==> src/rtl/acc_arbiter.sv <==
// ============================================================================
// Module : acc_arbiter
// Brief  : Round-robin arbiter sharing one 16-bit accumulator among NREQ
//          requesters; result returned over a QV/QACK handshake.
//          Optional macro SAT_EN: saturating add plus OVF output.
// Rev    : 1.0
// ============================================================================
`default_nettype none

module acc_arbiter #(
    parameter int NREQ      = 4,
    parameter int BURST_LEN = 8,
    parameter int IDW       = 2
) (
    input  logic                 CLK,
    input  logic                 RST,
    input  logic [NREQ-1:0]      REQ,
    input  logic [NREQ-1:0]      DV,
    input  logic [16*NREQ-1:0]   D,
    output logic [NREQ-1:0]      GNT,
    output logic [15:0]          Q,
    output logic                 QV,
    input  logic                 QACK,
    output logic [IDW-1:0]       QID,
    output logic                 BUSY
`ifdef SAT_EN
    ,
    output logic                 OVF
`endif
);

    localparam int CW = (BURST_LEN > 1) ? $clog2(BURST_LEN) : 1;
    localparam logic [CW-1:0] LAST = CW'(BURST_LEN - 1);

    localparam logic [1:0] IDLE  = 2'd0;
    localparam logic [1:0] ACCUM = 2'd1;
    localparam logic [1:0] DONE  = 2'd2;

    logic [1:0]      state, next_state;
    logic [CW-1:0]   cnt, cnt_n;
    logic [IDW-1:0]  ptr, ptr_n, sel, idx_c;
    logic [NREQ-1:0] gnt_n;
    logic [15:0]     q_n, d_g, add_res;
    logic [IDW-1:0]  qid_n;
    logic            qv_n, busy_n, found;
    logic            dv_g, req_g, last_sample, end_burst;
    logic            sat_hit;
    logic            ovf_r, ovf_n;
    logic [15:0]     lanes [NREQ];

    for (genvar i = 0; i < NREQ; i++) begin : g_lane
        assign lanes[i] = D[16*i +: 16];
    end

    assign d_g   = lanes[QID];
    assign dv_g  = DV[QID];
    assign req_g = REQ[QID];

    // Search upward from the last winner so a held request waits at most NREQ-1 bursts
    always_comb begin
        sel   = '0;
        found = 1'b0;
        idx_c = '0;
        for (int k = 1; k <= NREQ; k++) begin
            idx_c = IDW'((int'(ptr) + k) % NREQ);
            if (!found && REQ[idx_c]) begin
                found = 1'b1;
                sel   = idx_c;
            end
        end
    end

`ifdef SAT_EN
    logic [16:0] sum;
    always_comb begin
        sum     = {1'b0, Q} + {1'b0, d_g};
        sat_hit = sum[16];
        add_res = sum[16] ? 16'hFFFF : sum[15:0];
    end
    assign OVF = ovf_r;
`else
    always_comb begin
        add_res = Q + d_g;
        sat_hit = 1'b0;
    end
`endif

    assign last_sample = dv_g && (cnt == LAST);
    assign end_burst   = last_sample || !req_g;

    always_ff @(posedge CLK) begin
        if (RST) state <= IDLE;
        else     state <= next_state;
    end

    always_comb begin
        next_state = state;
        case (state)
            IDLE:    if (|REQ)       next_state = ACCUM;
            ACCUM:   if (end_burst)  next_state = DONE;
            DONE:    if (QACK && QV) next_state = IDLE;
            default: next_state = IDLE;
        endcase
    end

    always_comb begin
        gnt_n  = GNT;
        q_n    = Q;
        qv_n   = QV;
        qid_n  = QID;
        busy_n = BUSY;
        cnt_n  = cnt;
        ptr_n  = ptr;
        ovf_n  = ovf_r;
        case (state)
            IDLE: if (|REQ) begin
                gnt_n  = NREQ'(1) << sel;
                qid_n  = sel;
                q_n    = '0;
                cnt_n  = '0;
                ptr_n  = sel;
                busy_n = 1'b1;
                ovf_n  = 1'b0;
            end
            ACCUM: begin
                if (dv_g) begin
                    q_n   = add_res;
                    cnt_n = cnt + 1'b1;
                    if (sat_hit) ovf_n = 1'b1;
                end
                if (end_burst) begin
                    gnt_n = '0;
                    qv_n  = 1'b1;
                end
            end
            DONE: if (QACK && QV) begin
                qv_n   = 1'b0;
                busy_n = 1'b0;
            end
            default: ;
        endcase
    end

    always_ff @(posedge CLK) begin
        if (RST) begin
            GNT   <= '0;
            Q     <= '0;
            QV    <= 1'b0;
            QID   <= '0;
            BUSY  <= 1'b0;
            cnt   <= '0;
            ptr   <= IDW'(NREQ - 1);
            ovf_r <= 1'b0;
        end else begin
            GNT   <= gnt_n;
            Q     <= q_n;
            QV    <= qv_n;
            QID   <= qid_n;
            BUSY  <= busy_n;
            cnt   <= cnt_n;
            ptr   <= ptr_n;
            ovf_r <= ovf_n;
        end
    end

endmodule

`default_nettype wire

==> config.mk <==
export PLATFORM = sky130hd
export DESIGN_NAME = acc_arbiter
export DESIGN_NICKNAME = d
export VERILOG_FILES = /design/src/rtl/acc_arbiter.sv
export SDC_FILE = /design/constraint.sdc
export NUM_CORES = 1
export LEC_CHECK = 0
export BUFFER_PORTS_ARGS = -buffer_cell sky130_fd_sc_hd__buf_4
export CORE_MARGIN = 2
export CORE_UTILIZATION = 44
export DETAILED_ROUTE_END_ITERATION = 12
export GPL_TIMING_DRIVEN = 0
export PLACE_DENSITY = 0.8
export SYNTH_ARGS = -nofsm -noshare
export SYNTH_HDL_FRONTEND = slang
export SYNTH_SLANG_ARGS = --single-unit
==> constraint.sdc <==
create_clock -name CLK -period 3.1 [get_ports CLK]
set_input_delay 0.31 -clock CLK [delete_from_list [all_inputs] [get_ports CLK]]
set_output_delay 0.31 -clock CLK [all_outputs]
set_load 0.005 [all_outputs]
======== After elaboration in Yosys (flattened, before gate mapping) ========
Cells that the tools add are included.
storage, ports and cells
  output and inout bits ................... 24
  input port bits ......................... 75
  register bits after elaboration ......... 31
cells by class
  magnitude comparators ................... 6
  bitwise logic cells ..................... 1
  mux-type cells .......................... 40
  reductions and logical operators ........ 21
  shift operators ......................... 1
  add/subtract/negate cells ............... 6
  equal/unequal tests ..................... 7
operators by type and width
  operator               number
  $mux W16               4
  $bmux W16 S2           1
  $pmux W16 S2           1
  $add A16 B16 Y16       1
  $lt A2 B3 Y1 const B   5
  $reduce_and A3 Y1      5
  $mux W2                7
  $bmux W1 S2            6
  $mux W1                12
  $mux W4                2
  $ne A2 B2 Y1 const B   4
  $pmux W4 S2            1
  $mux W3                2
  $pmux W2 S3            1
  $pmux W3 S2            1
  $reduce_bool A2 Y1     3
  $logic_and A1 B1 Y1    5
  $add A2 B1 Y2 const B  2
  $add A2 B2 Y2 const B  2
  $logic_not A1 Y1       4
  $pmux W1 S2            2
  $reduce_or A4 Y1       1
  $shl A1 B2 Y4 const A  1
  $add A3 B1 Y3 const B  1
  other kinds (8)        8

======== Logic depth before layout (Yosys ltp) ========
  depth after elaboration ................. 16
  depth in mapped cells ................... 11
  depth with buffers taken out ............ 10

======== Worst setup path before layout ========
No wires, ideal clock.
  kind .................................... register to register
  from .................................... register QID[0]
  to ...................................... register Q[14]
  clock period less this slack ............ 3.004 ns
  path buffers ............................ 1
  required time ........................... 3.042 ns
  path slack .............................. 0.096 ns
  arrival ................................. 2.946 ns
  stages on the path, launching flop included .. 12
  library setup time ...................... 0.058 ns
  cells stage by stage .................... dfxtp_1 -> buf_6 -> mux4_1 -> ha_1 -> fa_1 -> a211oi_1 -> o21ai_1 -> a31oi_1 -> o21ai_0 -> o21ba_2 -> nor4b_1 -> a211o_1
on the way
  word-level cells in the longest chain between the ends .. 7
  elaborated cells between the ends (all ways) .. 11
RTL lines
  what                                          line  source
  start, declared                               24    output logic [IDW-1:0] QID,
  start signal, assigned                        158   QID <= qid_n;
  $not A2 Y3 (not written as such)              55    assign d_g = lanes[QID];
  $bmux W16 S2                                  55
  $mux W16 (not written as such) (2 in series)  55
  $add A16 B16 Y16                              83    add_res = Q + d_g;
  $mux W16                                      126   if (dv_g) begin
  $pmux W16 S2                                  115   case (state)
  end signal, assigned                          156   Q <= q_n;
  end, declared                                 21    output logic [15:0] Q,
Several ways; a longest one is shown, not always the timed one. The select of a mux whose other input is x is not followed.
A chain may end at the register's enable or synchronous reset.

======== Final worst setup path ========
  from .................................... register QID[1]
  to ...................................... register Q[15]
The elaborated chain is that of the path after synthesis.

==> impl_metrics.py <==
metrics = {
    "yosys": {
        "synth_seq_area_share_pct": 26.8,
        "yosys.cell_types.count": 51,
        "yosys-top-cells-count": "dfxtp_1 (31), nand2_1 (30), a21oi_1 (24), nor2_1 (23), o21ai_0 (21)",
        "synth_top_area_share_pct": 26.8,
        "synth-edff-count": 0,
        "syn-cell-area_sq_um": 2320,
        "async_reset_ff_share_pct": 0,
        "netlist_instances": 249,
        "netlist_top_cells_area": "dfxtp_1 (27%), mux4_2 (13%), ha_1 (9.2%)",
        "yosys_register_bits": 31,
        "synth_most_common_cell": "dfxtp_1",
        "avgSynthCellArea_sq_um": 9.31,
        "yosys_warnings": 0,
        "synthFlopType": "dfxtp_1",
        "yosysTopAreaCell": "dfxtp_1",
        "synth_nets": 342,
    },
    "clock_tree": {
        "cts_root_buf": "clkbuf_8",
        "cts.sink_count": 31,
        "numCtsBuffers": 5,
        "htreeDepth": 2,
        "insertion_delay_ps": 280,
        "clockBufferDepth": 2,
        "clk_pin_slew_ps": 70,
        "cts_tree": "built",
    },
    "setup_path": {
        "crit_chain": "clkbuf_4 -> buf_4 -> mux4_2 -> ha_2 -> a211oi_1 -> nor2_1 -> o41ai_2 -> o21ai_2 -> a211oi_2 -> mux2i_1 -> o211ai_1",
        "worst_path_max_delay_cell": "dfxtp_1",
        "cpPeakStageDelay_ps": 350,
        "path_class": "reg2reg",
        "arrival_ps": 3190,
        "worstPathRequired_ps": 3270,
        "worstSetupStartpointType": "register",
        "cp-end-kind": "register",
        "critPathMaxFanout": 10,
    },
    "detailed_routing": {
        "wl_met1_um": 2820,
        "antenna_left": 0,
        "drc_errors": 0,
        "vias_per_cell": 5.56,
        "first_iter_violations": 195,
        "maxUsedRoutingLayer": "met4",
        "wl_um": 6830,
        "wire_per_inst_um": 15.8,
        "dr_wl_met2_um": 3520,
        "wl_met3_um": 440,
        "dr.pass1.iters": 4,
        "vias": 2406,
    },
    "finish": {
        "syn2layout_area_growth_pct": 46.4,
        "nets": 456,
        "final_core_util_pct": 66.4,
        "drive_gt1_share_pct": 44.1,
        "instances_no_fill": 433,
        "n_antenna_cell": 0,
    },
    "timing": {
        "tns_ps": 0,
        "slew_violations": 0,
        "fin_crit_sh_pct": 97.3,
        "final-hold-violation-count": 0,
        "max_freq_mhz": 332,
        "slew_headroom_pct": 59.7,
        "period_needed_ps": 3020,
        "worst_pin_slew_ps": 603,
        "hold_ws_ps": 323,
        "finalSetupViolCount": 0,
        "finClkSkew_ps": 6.79,
        "finalWorstSetupSlack_ps": 83.4,
    },
    "place": {
        "portBuffers": 98,
        "pre_cts_ws_ps": -298,
        "dp_hpwl_um": 5060,
        "gp_congestion": 0.827,
        "placed_cells": 417,
    },
    "floorplan": {
        "coreArea_sq_um": 5110,
        "dieHeight_um": 76.6,
        "ioPinCount": 99,
        "initial_core_util_pct": 45.4,
        "die_w_um": 76.6,
        "die_area_sq_um": 5860,
        "row_count": 26,
    },
    "min_path": {
        "hold_path.class": "in2reg",
    },
    "global_routing": {
        "grt_pass1_wl_um": 10700,
        "antenna_found_initial": 0,
        "grt-ovfl-total": 0,
        "grt_max_degree": 11,
        "grtUsageTotal_pct": 22.3,
        "grt_pass1_vias": 2341,
    },
    "power": {
        "powerDensity_nw_per_um2": 482,
        "max-vdd-ir-drop_uv": 269,
        "leakagePower_nw": 1.50,
    },
    "outcome": {
        "outcome": "complete, no violations",
    },
    "run": {
        "maxCapViolations": 0,
    },
}
==> routing by layer <==
layer / GRT usage (%) / up-vias
li1: - / 1171
met1: 29.4 / 1143
met3: 4.27 / 8
met5: 0 / -
met2: 38.1 / 84
met4: 5.09 / 0
==> worst paths after layout <==
kind	start	to	slack (ps)	cells past startpoint
max	QID[1]	Q[15]	80	11
min	QACK	QV	320	4
max reg2reg	QID[1]	Q[15]	80	11
min reg2reg	cnt[2]	cnt[2]	460	2
==> registers in the layout, indices dropped and copies added (netlist names) <==
register / flops
QID: 2
QV: 1
BUSY: 1
GNT: 4
Q: 16
state: 2
ptr: 2
cnt: 3
==> kinds of logic after synthesis <==
family | Yosys count | share of synthesized area, %
buffers and inverters | 13 | 2.65
AND/OR/NAND/NOR | 82 | 16.5
AO/OA/AOI/OAI | 74 | 20.7
adder cells (fa/ha/maj) | 18 | 10.0
flip-flops | 31 | 26.8
XOR/XNOR | 11 | 4.16
multiplexers | 20 | 19.2
==> metrics by stage <==
step / area, sq um / total power [mW]
2_1_floorplan: 2320 / 0.981
3_3_place_gp: 3140 / 1.20
3_5_place_dp: 3140 / 1.22
4_1_cts: 3290 / 1.57
5_1_grt: 3390 / 1.74
6_report: 3390 / 1.63
==> cell usage in the layout, fill, tap and decap left out, types with 3 or more instances in the layout <==
cell,count
buf_4,108
dfxtp_1,30
nand2_1,30
a21oi_1,24
nor2_1,23
o21ai_0,20
mux4_2,15
ha_1,12
nand3_1,9
xnor2_1,6
clkbuf_8,6
inv_1,5
xor2_1,5
a21o_1,4
mux4_1,3
nor3_1,3
o21ai_2,3
a211o_1,3
ha_4,3
==> critical path, delay by kind of cell, from the launching register on <==
kind,cells,cell delay (ps)
simple gates,1,100
compound gates,5,1080
flops,1,350
mux,2,560
buf+inv,2,490
fa+ha+maj,1,320
==> report_power, final <==
part | total (mW) | switching [mW] | internal, mW
combinational | 0.814 | 0.390 | 0.424
clock | 0.328 | 0.154 | 0.174
sequential | 0.493 | 0.0458 | 0.447
==> area by class of cell <==
cell class | count | area, sq um
plain buffers | 8 | 58.8
clock buffers | 6 | 82.6
clock inverters | 1 | 5.00
fillers | 412 | 1720
inverters | 5 | 18.8
multi-input cells | 205 | 1710
flip-flops and latches | 31 | 622
well taps | 70 | 87.6
repair buffers | 107 | 803
==> what timing repair did <==
| action | in CTS | in global routing |
|---|---|---|
| pin swaps | 1 | 6 |
| gates cloned | 0 | 0 |
| gates resized for setup | 8 | 17 |
| hold buffers | 0 | 0 |
| endpoints found under the setup margin | 3 | 4 |
| setup buffers | 5 | 4 |
| endpoints found under the hold margin | 0 | 0 |
No activity file was read; power rests on OpenSTA's default activity.
